`src/rtl/sha256_msched_if.sv`:
```
// Stream bundle for the SHA-256 message schedule: serial message words in,
// round words W_t with round index and first/last framing out.
interface sha256_msched_if;
  logic [31:0] in_word;
  logic        in_valid;
  logic        in_ready;
  logic [31:0] wt_out;
  logic        wt_valid;
  logic [5:0]  t_out;
  logic        wt_first;
  logic        wt_last;

  modport master (
    output in_word, in_valid,
    input  in_ready, wt_out, wt_valid, t_out, wt_first, wt_last
  );

  modport slave (
    input  in_word, in_valid,
    output in_ready, wt_out, wt_valid, t_out, wt_first, wt_last
  );
endinterface

```
`src/rtl/sha256_msched.sv`:
```
// SHA-256 message schedule: loads 16 words into a shift window, then streams W_t one per cycle.
// Define SHA256_MSCHED_KWSUM_EN to emit W_t + K_t from an on-chip K ROM instead of raw W_t.
module sha256_msched #(
  parameter int NROUNDS = 64
) (
  input  logic            clk,
  input  logic            rst,
  sha256_msched_if.slave  bus
);

  if ((NROUNDS < 16) || (NROUNDS > 64)) begin : g_bad_nrounds
    $error("sha256_msched: NROUNDS must be within 16..64");
  end

  typedef enum logic {LOAD, RUN} state_e;

  localparam logic [5:0] LAST_RND = 6'(NROUNDS - 1);

`ifdef SHA256_MSCHED_KWSUM_EN
  localparam logic [31:0] K_ROM [64] = '{
    32'h428a2f98, 32'h71374491, 32'hb5c0fbcf, 32'he9b5dba5, 32'h3956c25b, 32'h59f111f1, 32'h923f82a4, 32'hab1c5ed5,
    32'hd807aa98, 32'h12835b01, 32'h243185be, 32'h550c7dc3, 32'h72be5d74, 32'h80deb1fe, 32'h9bdc06a7, 32'hc19bf174,
    32'he49b69c1, 32'hefbe4786, 32'h0fc19dc6, 32'h240ca1cc, 32'h2de92c6f, 32'h4a7484aa, 32'h5cb0a9dc, 32'h76f988da,
    32'h983e5152, 32'ha831c66d, 32'hb00327c8, 32'hbf597fc7, 32'hc6e00bf3, 32'hd5a79147, 32'h06ca6351, 32'h14292967,
    32'h27b70a85, 32'h2e1b2138, 32'h4d2c6dfc, 32'h53380d13, 32'h650a7354, 32'h766a0abb, 32'h81c2c92e, 32'h92722c85,
    32'ha2bfe8a1, 32'ha81a664b, 32'hc24b8b70, 32'hc76c51a3, 32'hd192e819, 32'hd6990624, 32'hf40e3585, 32'h106aa070,
    32'h19a4c116, 32'h1e376c08, 32'h2748774c, 32'h34b0bcb5, 32'h391c0cb3, 32'h4ed8aa4a, 32'h5b9cca4f, 32'h682e6ff3,
    32'h748f82ee, 32'h78a5636f, 32'h84c87814, 32'h8cc70208, 32'h90befffa, 32'ha4506ceb, 32'hbef9a3f7, 32'hc67178f2
  };
`endif

  function automatic logic [31:0] ssig0(input logic [31:0] x);
    return {x[6:0], x[31:7]} ^ {x[17:0], x[31:18]} ^ (x >> 3);
  endfunction

  function automatic logic [31:0] ssig1(input logic [31:0] x);
    return {x[16:0], x[31:17]} ^ {x[18:0], x[31:19]} ^ (x >> 10);
  endfunction

  state_e      state_q, state_d;
  logic [3:0]  wcnt_q, wcnt_d;
  logic [5:0]  rnd_q, rnd_d;
  logic [31:0] w_q [16];
  logic [31:0] w_d [16];
  logic [31:0] w_new;

  logic [31:0] wt_out_q, wt_out_d;
  logic        wt_valid_q, wt_valid_d;
  logic [5:0]  t_q, t_d;
  logic        first_q, first_d;
  logic        last_q, last_d;

  always_comb begin
    // NOTE: every signal written here gets a default first, so no path leaves one unassigned and no latch is inferred.
    state_d = state_q;
    wcnt_d  = wcnt_q;
    rnd_d   = rnd_q;
    w_d     = w_q;
    w_new   = ssig1(w_q[14]) + w_q[9] + ssig0(w_q[1]) + w_q[0];

    unique case (state_q)
      LOAD: begin
        if (bus.in_valid) begin
          for (int i = 0; i < 15; i++) w_d[i] = w_q[i+1];
          w_d[15] = bus.in_word;
          wcnt_d  = wcnt_q + 4'd1;
          if (wcnt_q == 4'd15) begin
            state_d = RUN;
            rnd_d   = '0;
          end
        end
      end
      RUN: begin
        for (int i = 0; i < 15; i++) w_d[i] = w_q[i+1];
        w_d[15] = w_new;
        rnd_d   = rnd_q + 6'd1;
        if (rnd_q == LAST_RND) begin
          state_d = LOAD;
          wcnt_d  = '0;
          rnd_d   = '0;
        end
      end
      default: state_d = LOAD;
    endcase
  end

  // Outputs are computed from next-state values so the registers present W_t in the same cycle the window holds it.
  always_comb begin
    wt_valid_d = (state_d == RUN);
    t_d        = rnd_d;
    first_d    = (state_d == RUN) && (rnd_d == 6'd0);
    last_d     = (state_d == RUN) && (rnd_d == LAST_RND);
    wt_out_d   = '0;
    if (state_d == RUN) begin
`ifdef SHA256_MSCHED_KWSUM_EN
      wt_out_d = w_d[0] + K_ROM[rnd_d];
`else
      wt_out_d = w_d[0];
`endif
    end
  end

  // NOTE: sequential state uses non-blocking assignments so every register samples pre-edge values.
  always_ff @(posedge clk) begin
    if (rst) begin
      state_q    <= LOAD;
      wcnt_q     <= '0;
      rnd_q      <= '0;
      // NOTE: the window is a register file that must be cleared, so each entry is reset explicitly.
      for (int i = 0; i < 16; i++) w_q[i] <= '0;
      wt_out_q   <= '0;
      wt_valid_q <= 1'b0;
      t_q        <= '0;
      first_q    <= 1'b0;
      last_q     <= 1'b0;
    end else begin
      state_q    <= state_d;
      wcnt_q     <= wcnt_d;
      rnd_q      <= rnd_d;
      w_q        <= w_d;
      wt_out_q   <= wt_out_d;
      wt_valid_q <= wt_valid_d;
      t_q        <= t_d;
      first_q    <= first_d;
      last_q     <= last_d;
    end
  end

  assign bus.in_ready = (state_q == LOAD);
  assign bus.wt_out   = wt_out_q;
  assign bus.wt_valid = wt_valid_q;
  assign bus.t_out    = t_q;
  assign bus.wt_first = first_q;
  assign bus.wt_last  = last_q;

endmodule

```
`src/flat_wrapper.sv`:
```
// flat-port wrapper written by rule: the top's interface ports become plain ports
module sha256_msched_flat 
#(
  parameter int NROUNDS = 64
)
  (clk, rst, bus_in_word, bus_in_valid, bus_in_ready, bus_wt_out, bus_wt_valid, bus_t_out, bus_wt_first, bus_wt_last);
  sha256_msched_if bus_i ();
  input  logic clk;
  input  logic rst;
  input wire logic [$bits(bus_i.in_word)-1:0] bus_in_word;
  input wire logic [$bits(bus_i.in_valid)-1:0] bus_in_valid;
  output wire logic [$bits(bus_i.in_ready)-1:0] bus_in_ready;
  output wire logic [$bits(bus_i.wt_out)-1:0] bus_wt_out;
  output wire logic [$bits(bus_i.wt_valid)-1:0] bus_wt_valid;
  output wire logic [$bits(bus_i.t_out)-1:0] bus_t_out;
  output wire logic [$bits(bus_i.wt_first)-1:0] bus_wt_first;
  output wire logic [$bits(bus_i.wt_last)-1:0] bus_wt_last;
  assign bus_i.in_word = bus_in_word;
  assign bus_i.in_valid = bus_in_valid;
  assign bus_in_ready = bus_i.in_ready;
  assign bus_wt_out = bus_i.wt_out;
  assign bus_wt_valid = bus_i.wt_valid;
  assign bus_t_out = bus_i.t_out;
  assign bus_wt_first = bus_i.wt_first;
  assign bus_wt_last = bus_i.wt_last;
  sha256_msched #(.NROUNDS(NROUNDS)) u_core (.clk(clk), .rst(rst), .bus(bus_i));
endmodule
```
`config.mk`:
```
export PLATFORM = sky130hd
export DESIGN_NAME = sha256_msched_flat
export DESIGN_NICKNAME = d
export VERILOG_FILES = /design/src/rtl/sha256_msched_if.sv /design/src/rtl/sha256_msched.sv /design/src/flat_wrapper.sv
export SDC_FILE = /design/constraint.sdc
export NUM_CORES = 1
export LEC_CHECK = 0
export BUFFER_PORTS_ARGS = -buffer_cell sky130_fd_sc_hd__clkbuf_2
export CORE_MARGIN = 4
export CORE_UTILIZATION = 50
export DETAILED_ROUTE_END_ITERATION = 12
export HOLD_SLACK_MARGIN = 0.02
export PLACE_DENSITY_LB_ADDON = 0.1
export SYNTH_ARGS = -nofsm -noshare
export SYNTH_HDL_FRONTEND = slang
export SYNTH_SLANG_ARGS = --single-unit
```
`constraint.sdc`:
```
create_clock -name clk -period 12.71 [get_ports clk]
set_input_delay 1.271 -clock clk [delete_from_list [all_inputs] [get_ports clk]]
set_output_delay 1.271 -clock clk [all_outputs]
set_load 0.005 [all_outputs]
```
# [Word-level counts from Yosys, hierarchy flattened]
# Cells that the tools add are included.
[totals] word_cells=56 reg_bits=557 output_inout_bits=42 in_bits=35
[classes] n_reduce_logical=5 add_sub_neg=5 eq_ne=5 n_mux=13 bitwise=6
[ops] operator="$pmux W512 S2" count=1
[ops] operator="$mux W512" count=1
[ops] operator="$add A32 B32 Y32" count=3
[ops] operator="$xor A32 B32 Y32" count=2
[ops] operator="$xor A32 B22 Y32" count=1
[ops] operator="$xor A32 B29 Y32" count=1
[ops] operator="$mux W6" count=3
[ops] operator="$eq A6 B6 Y1 const B" count=2
[ops] operator="$pmux W6 S2" count=1
[ops] operator="$mux W4" count=2
[ops] operator="$pmux W4 S2" count=1
[ops] operator="$add A6 B1 Y6 const B" count=1
[ops] operator="$logic_not A6 Y1" count=1
[ops] operator="$add A4 B1 Y4 const B" count=1
[ops] operator="$eq A4 B4 Y1 const B" count=1
[ops] operator="$ne A2 B2 Y1 const B" count=2
[ops] operator="$mux W1" count=3
[ops] operator="$logic_and A1 B1 Y1" count=2
[ops] operator="$not A1 Y1" count=2
[ops] operator="$pmux W1 S2" count=1
[ops] operator="$reduce_and A2 Y1" count=1
[ops] operator="$reduce_or A2 Y1" count=1

# [Depth between registers and ports, before layout]
[depth] word_depth=6 ltp_mapped=16 ltp_nobuf=14

# [Worst setup path after synthesis]
# Ideal clock, no wire load.
[synth_path] path_kind="register to register" startpoint="reg u_core.w_q[457] (netlist bit)" endpoint="reg u_core.w_q[28] (netlist bit)" arrival_ns=3.898 period_less_slack_ns=3.980 required_ns=12.628 n_path_buf=1 path_stages_with_launch=16 setup_time_ns=0.082 setup_slack_ns=8.730 path_cell_list="dfxtp_1 -> clkbuf_1 -> xnor2_1 -> xnor2_1 -> fa_1 -> inv_1 -> fa_1 -> inv_1 -> ha_1 -> a211o_1 -> a211o_1 -> a221o_1 -> a32oi_1 -> nor2_1 -> or4_1 -> o2111ai_1"
[synth_between] elab_chain_cells=5
[synth_rtl] item="from (decl)" line="sha256_msched.sv:43" rtl="logic [31:0] w_q [16];"
[synth_rtl] item="from (signal assigned)" line="sha256_msched.sv:120" rtl="w_q <= w_d;"
[synth_rtl] item="$xor A32 B32 Y32" line="sha256_msched.sv:33" rtl="return {x[6:0], x[31:7]} ^ {x[17:0], x[31:18]} ^ (x >> 3);"
[synth_rtl] item="$xor A32 B29 Y32 *" line="sha256_msched.sv:33"
[synth_rtl] item="$add A32 B32 Y32 * (2 in a row)" line="sha256_msched.sv:59" rtl="w_new = ssig1(w_q[14]) + w_q[9] + ssig0(w_q[1]) + w_q[0];"
[synth_rtl] item="$pmux W512 S2 *" line="sha256_msched.sv:61" rtl="unique case (state_q)"
# Every way passes the cells marked *; elsewhere a longest branch is shown, timed or not.
# A chain may end at the register's enable or synchronous reset.

# [Worst setup path after layout]
[layout_path] startpoint="reg u_core.w_q[58] (netlist bit)" endpoint="reg u_core.w_q[29] (netlist bit)"
[layout_between] elab_chain_cells=6
[layout_rtl] item="$xor A32 B32 Y32" line="sha256_msched.sv:37" rtl="return {x[16:0], x[31:17]} ^ {x[18:0], x[31:19]} ^ (x >> 10);"
[layout_rtl] item="$xor A32 B22 Y32 *" line="sha256_msched.sv:37"
[layout_rtl] item="$add A32 B32 Y32 * (3 in a row)" line="sha256_msched.sv:59"
[layout_rtl] item="$pmux W512 S2 *" line="sha256_msched.sv:61"
# Marked as above.

==> results.cfg <==
[timing]
rsz0062_at_grt = false
maxSlewHeadroom = 0.203
fmax_mhz = 223
min_period_ns = 4.49
finalMaxSlewViolations = 0
worst_pin_slew_ns = 1.20
period_share = 0.353
finClkSkew_ns = 0.0182
fin_tns_setup_ns = 0
hold_viol_final = 0
setup_viol = 0

[clock_tree]
cts_num_sinks = 557
ctsHoldBuffers = 0
path_clk_slew_ns = 0.07
cts_resized = 0
root_buffer = clkbuf_16
clockBufferDepth = 3
clock_latency_ns = 0.62
cts_buffers = 57
htree_levels = 2
cts_tree = built
postCtsSetupBuffers = 0

[final_layout]
final_common_cell = nand2_1
design_area_sq_um = 26200
final_cell_mix = nand2_1, dfxtp_1, a21oi_1
finalNonFillerCells = 3500
drive_gt1_frac = 0.0705
antenna_cells = 0
nets = 2974
area_growth_pct = 10.4

[power]
cellLeakagePower_nw = 9.57
power.density_nw_per_um2 = 144
pwr-share-comb = 0.049
power.switching_w = 0.000869
irDropWorstVdd_mv = 0.139
seqPwrFrac = 0.471
p_sw_frac = 0.231
p_int_w = 0.00290
clkPwrFrac = 0.480

[place]
finalWeightedCongestion = 1.03
placed_area_sq_um = 24100
port_buffers = 76
hpwl_microns = 43500
placed_cells = 3392

[die]
rows = 79
dieWidth_microns = 226
dieArea_sq_um = 50900
die_y_microns = 226
io_pins = 77
core_area_sq_um = 46800
initial_core_util = 0.507

[critical_path]
crit_family = adder cells
worst-path-buf-inv = 2
worstPathArrival_ns = 5.02
crit_chain = xnor2_1 > xnor2_1 > fa_1 > inv_1 > fa_1 > inv_1 > ha_1 > o21a_1 > nor2_1 > a211oi_1 > o21bai_1 > a21boi_0 > nor3_1 > o32ai_1
start_kind = flop
crit_fanout = 8
end_kind = flop
slowest_stage = dfxtp_1
worstPathRequired_ns = 13.24
critPathMaxStageDelay_ns = 0.74
critical_path_class = flop to flop

[synthesis]
synth_ff_type = dfxtp_1
syn_area_per_cell_sq_um = 8.08
synth_edf_count = 0
synth_cells = 2935
syn_area_sq_um = 23700
ys_seq_elements = 557
ys_seq_area_frac = 0.470
synth_fp_nets = 3065
yosys_warnings = 0
async_flop_share = 0
synthDistinctLibCells = 59

[global_routing]
grt_max_degree = 251
grt_pass1_wl_microns = 99100
antenna_found_initial = 0
grtUsageTotal = 0.246
grt.overflow.total = 0
grt_pass1_vias = 17200

[detailed_routing]
remaining_drc_errors = 0
wl_met1_microns = 29700
wirelength_microns = 64100
via_per_inst = 5.37
top_layer = met4
wl_per_cell_microns = 18.3
drtIter0Drc = 1737
routed-wl-met2_microns = 29200
ant_nets = 0
num_vias = 18800
firstDrtPassIters = 5
wl_met3_microns = 3280

[hold_path]
hold_path.class = flop to flop

[run]
max-cap-violations = 0

[run_status]
status = completed
[cells in the mapped netlist, types with 2 or more instances]
library cell  number  area share
nand2_1          930        0.15
dfxtp_1          557        0.47
a21oi_1          477        0.10
clkbuf_1         232       0.037
inv_1            126       0.020
xnor2_1          118       0.044
nor2_1            81       0.013
fa_1              62       0.052
mux2i_1           54       0.023
nor3_1            40      0.0084
a211oi_1          34       0.011
ha_1              33       0.017
xor2_1            23      0.0085
o21ai_0           19      0.0040
a21o_1            16      0.0051
nor2b_1           16      0.0042
nand3_1           11      0.0023
nand4_1            9      0.0024
buf_1              8      0.0013
a31oi_1            6      0.0016
o21a_1             6      0.0019
and2_1             5      0.0013
o211ai_1           5      0.0016
o22ai_1            5      0.0013
a311oi_1           4      0.0015
nand2b_1           4      0.0011
nor4_1             4      0.0011
a211o_1            3      0.0011
a22oi_1            3     0.00095
and3_1             3     0.00079
and4_1             3      0.0011
mux2_2             3      0.0014
o21bai_1           3     0.00095
a21o_2             2     0.00074
a31o_2             2     0.00074
o2111ai_1          2     0.00074
o211a_1            2     0.00084
o41ai_1            2     0.00074
or2_2              2     0.00053
[power by group through the flow]
stage               registers (W)  clock network, W  logic (W)
floorplan                 0.00180                 0   0.000139
global placement          0.00181                 0   0.000183
detailed placement        0.00181                 0   0.000183
CTS                       0.00177           0.00185   0.000184
global route              0.00177           0.00193   0.000202
finish                    0.00177           0.00181   0.000184
[final cells by class]
cell class / count / area (sq um)
Timing Repair Buffer: 91 / 541
Inverter: 127 / 477
Multi-Input combinational cell: 2010 / 11200
Fill cell: 4405 / 20600
Clock buffer: 70 / 1530
Sequential cell: 557 / 11200
Tap cell: 607 / 759
Clock inverter: 38 / 536
[state kept, by name (all words and copies together) (netlist names)]
register             cells
u_core.bus.wt_first      1
u_core.state_q           1
u_core.w_q             512
u_core.wcnt_q            4
u_core.rnd_q             6
u_core.bus.wt_out       32
u_core.bus.wt_last       1
[worst register-to-register path, delay by kind of cell, from the launching register on]
kind                       cells  cell delay, ns
adders and majority gates      3            1.53
xor gates and xnor gates       2            0.34
buffers and inverters          2            0.13
DFF                            1            0.74
AOI/OAI and AO/OA              5            1.51
and+or+nand+nor                2            0.14
[cell families (layout without fill, tap and decap cells)]
family	count (synthesis)	count (layout)	synth area share
compound gates	606	606	0.141
xor+xnor	141	141	0.0521
fa+ha+maj	95	95	0.0698
buf+inv	368	326	0.0583
flops	557	557	0.470
mux	57	57	0.0242
simple gates	1111	1111	0.184
[final timing paths]
| kind | slack [ns] | end | startpoint | cells past startpoint |
|---|---|---|---|---|
| min | 0.45 | u_core.w_q[415] | u_core.w_q[415] | 2 |
| min reg2reg | 0.45 | u_core.w_q[415] | u_core.w_q[415] | 2 |
| max reg2reg | 8.22 | u_core.w_q[29] | u_core.w_q[58] | 14 |
| max | 8.22 | u_core.w_q[29] | u_core.w_q[58] | 14 |
[per-layer routing]
layer,global-route usage,vias up
met5,0,-
met2,0.386,448
met3,0.0272,103
li1,-,9265
met1,0.356,8969
met4,0.0806,0
[through the flow]
step	total power, W	utilization	hold WS, ns	setup WS [ns]
2_1_floorplan	0.00194	-	0.432	8.73
3_3_place_gp	0.00199	0.516	0.438	8.14
3_5_place_dp	0.00199	0.516	0.443	8.16
4_1_cts	0.00381	0.560	0.443	8.23
5_1_grt	0.00390	0.560	0.457	7.92
6_report	0.00376	0.560	0.448	8.22
(Power assumes the default switching activity.)
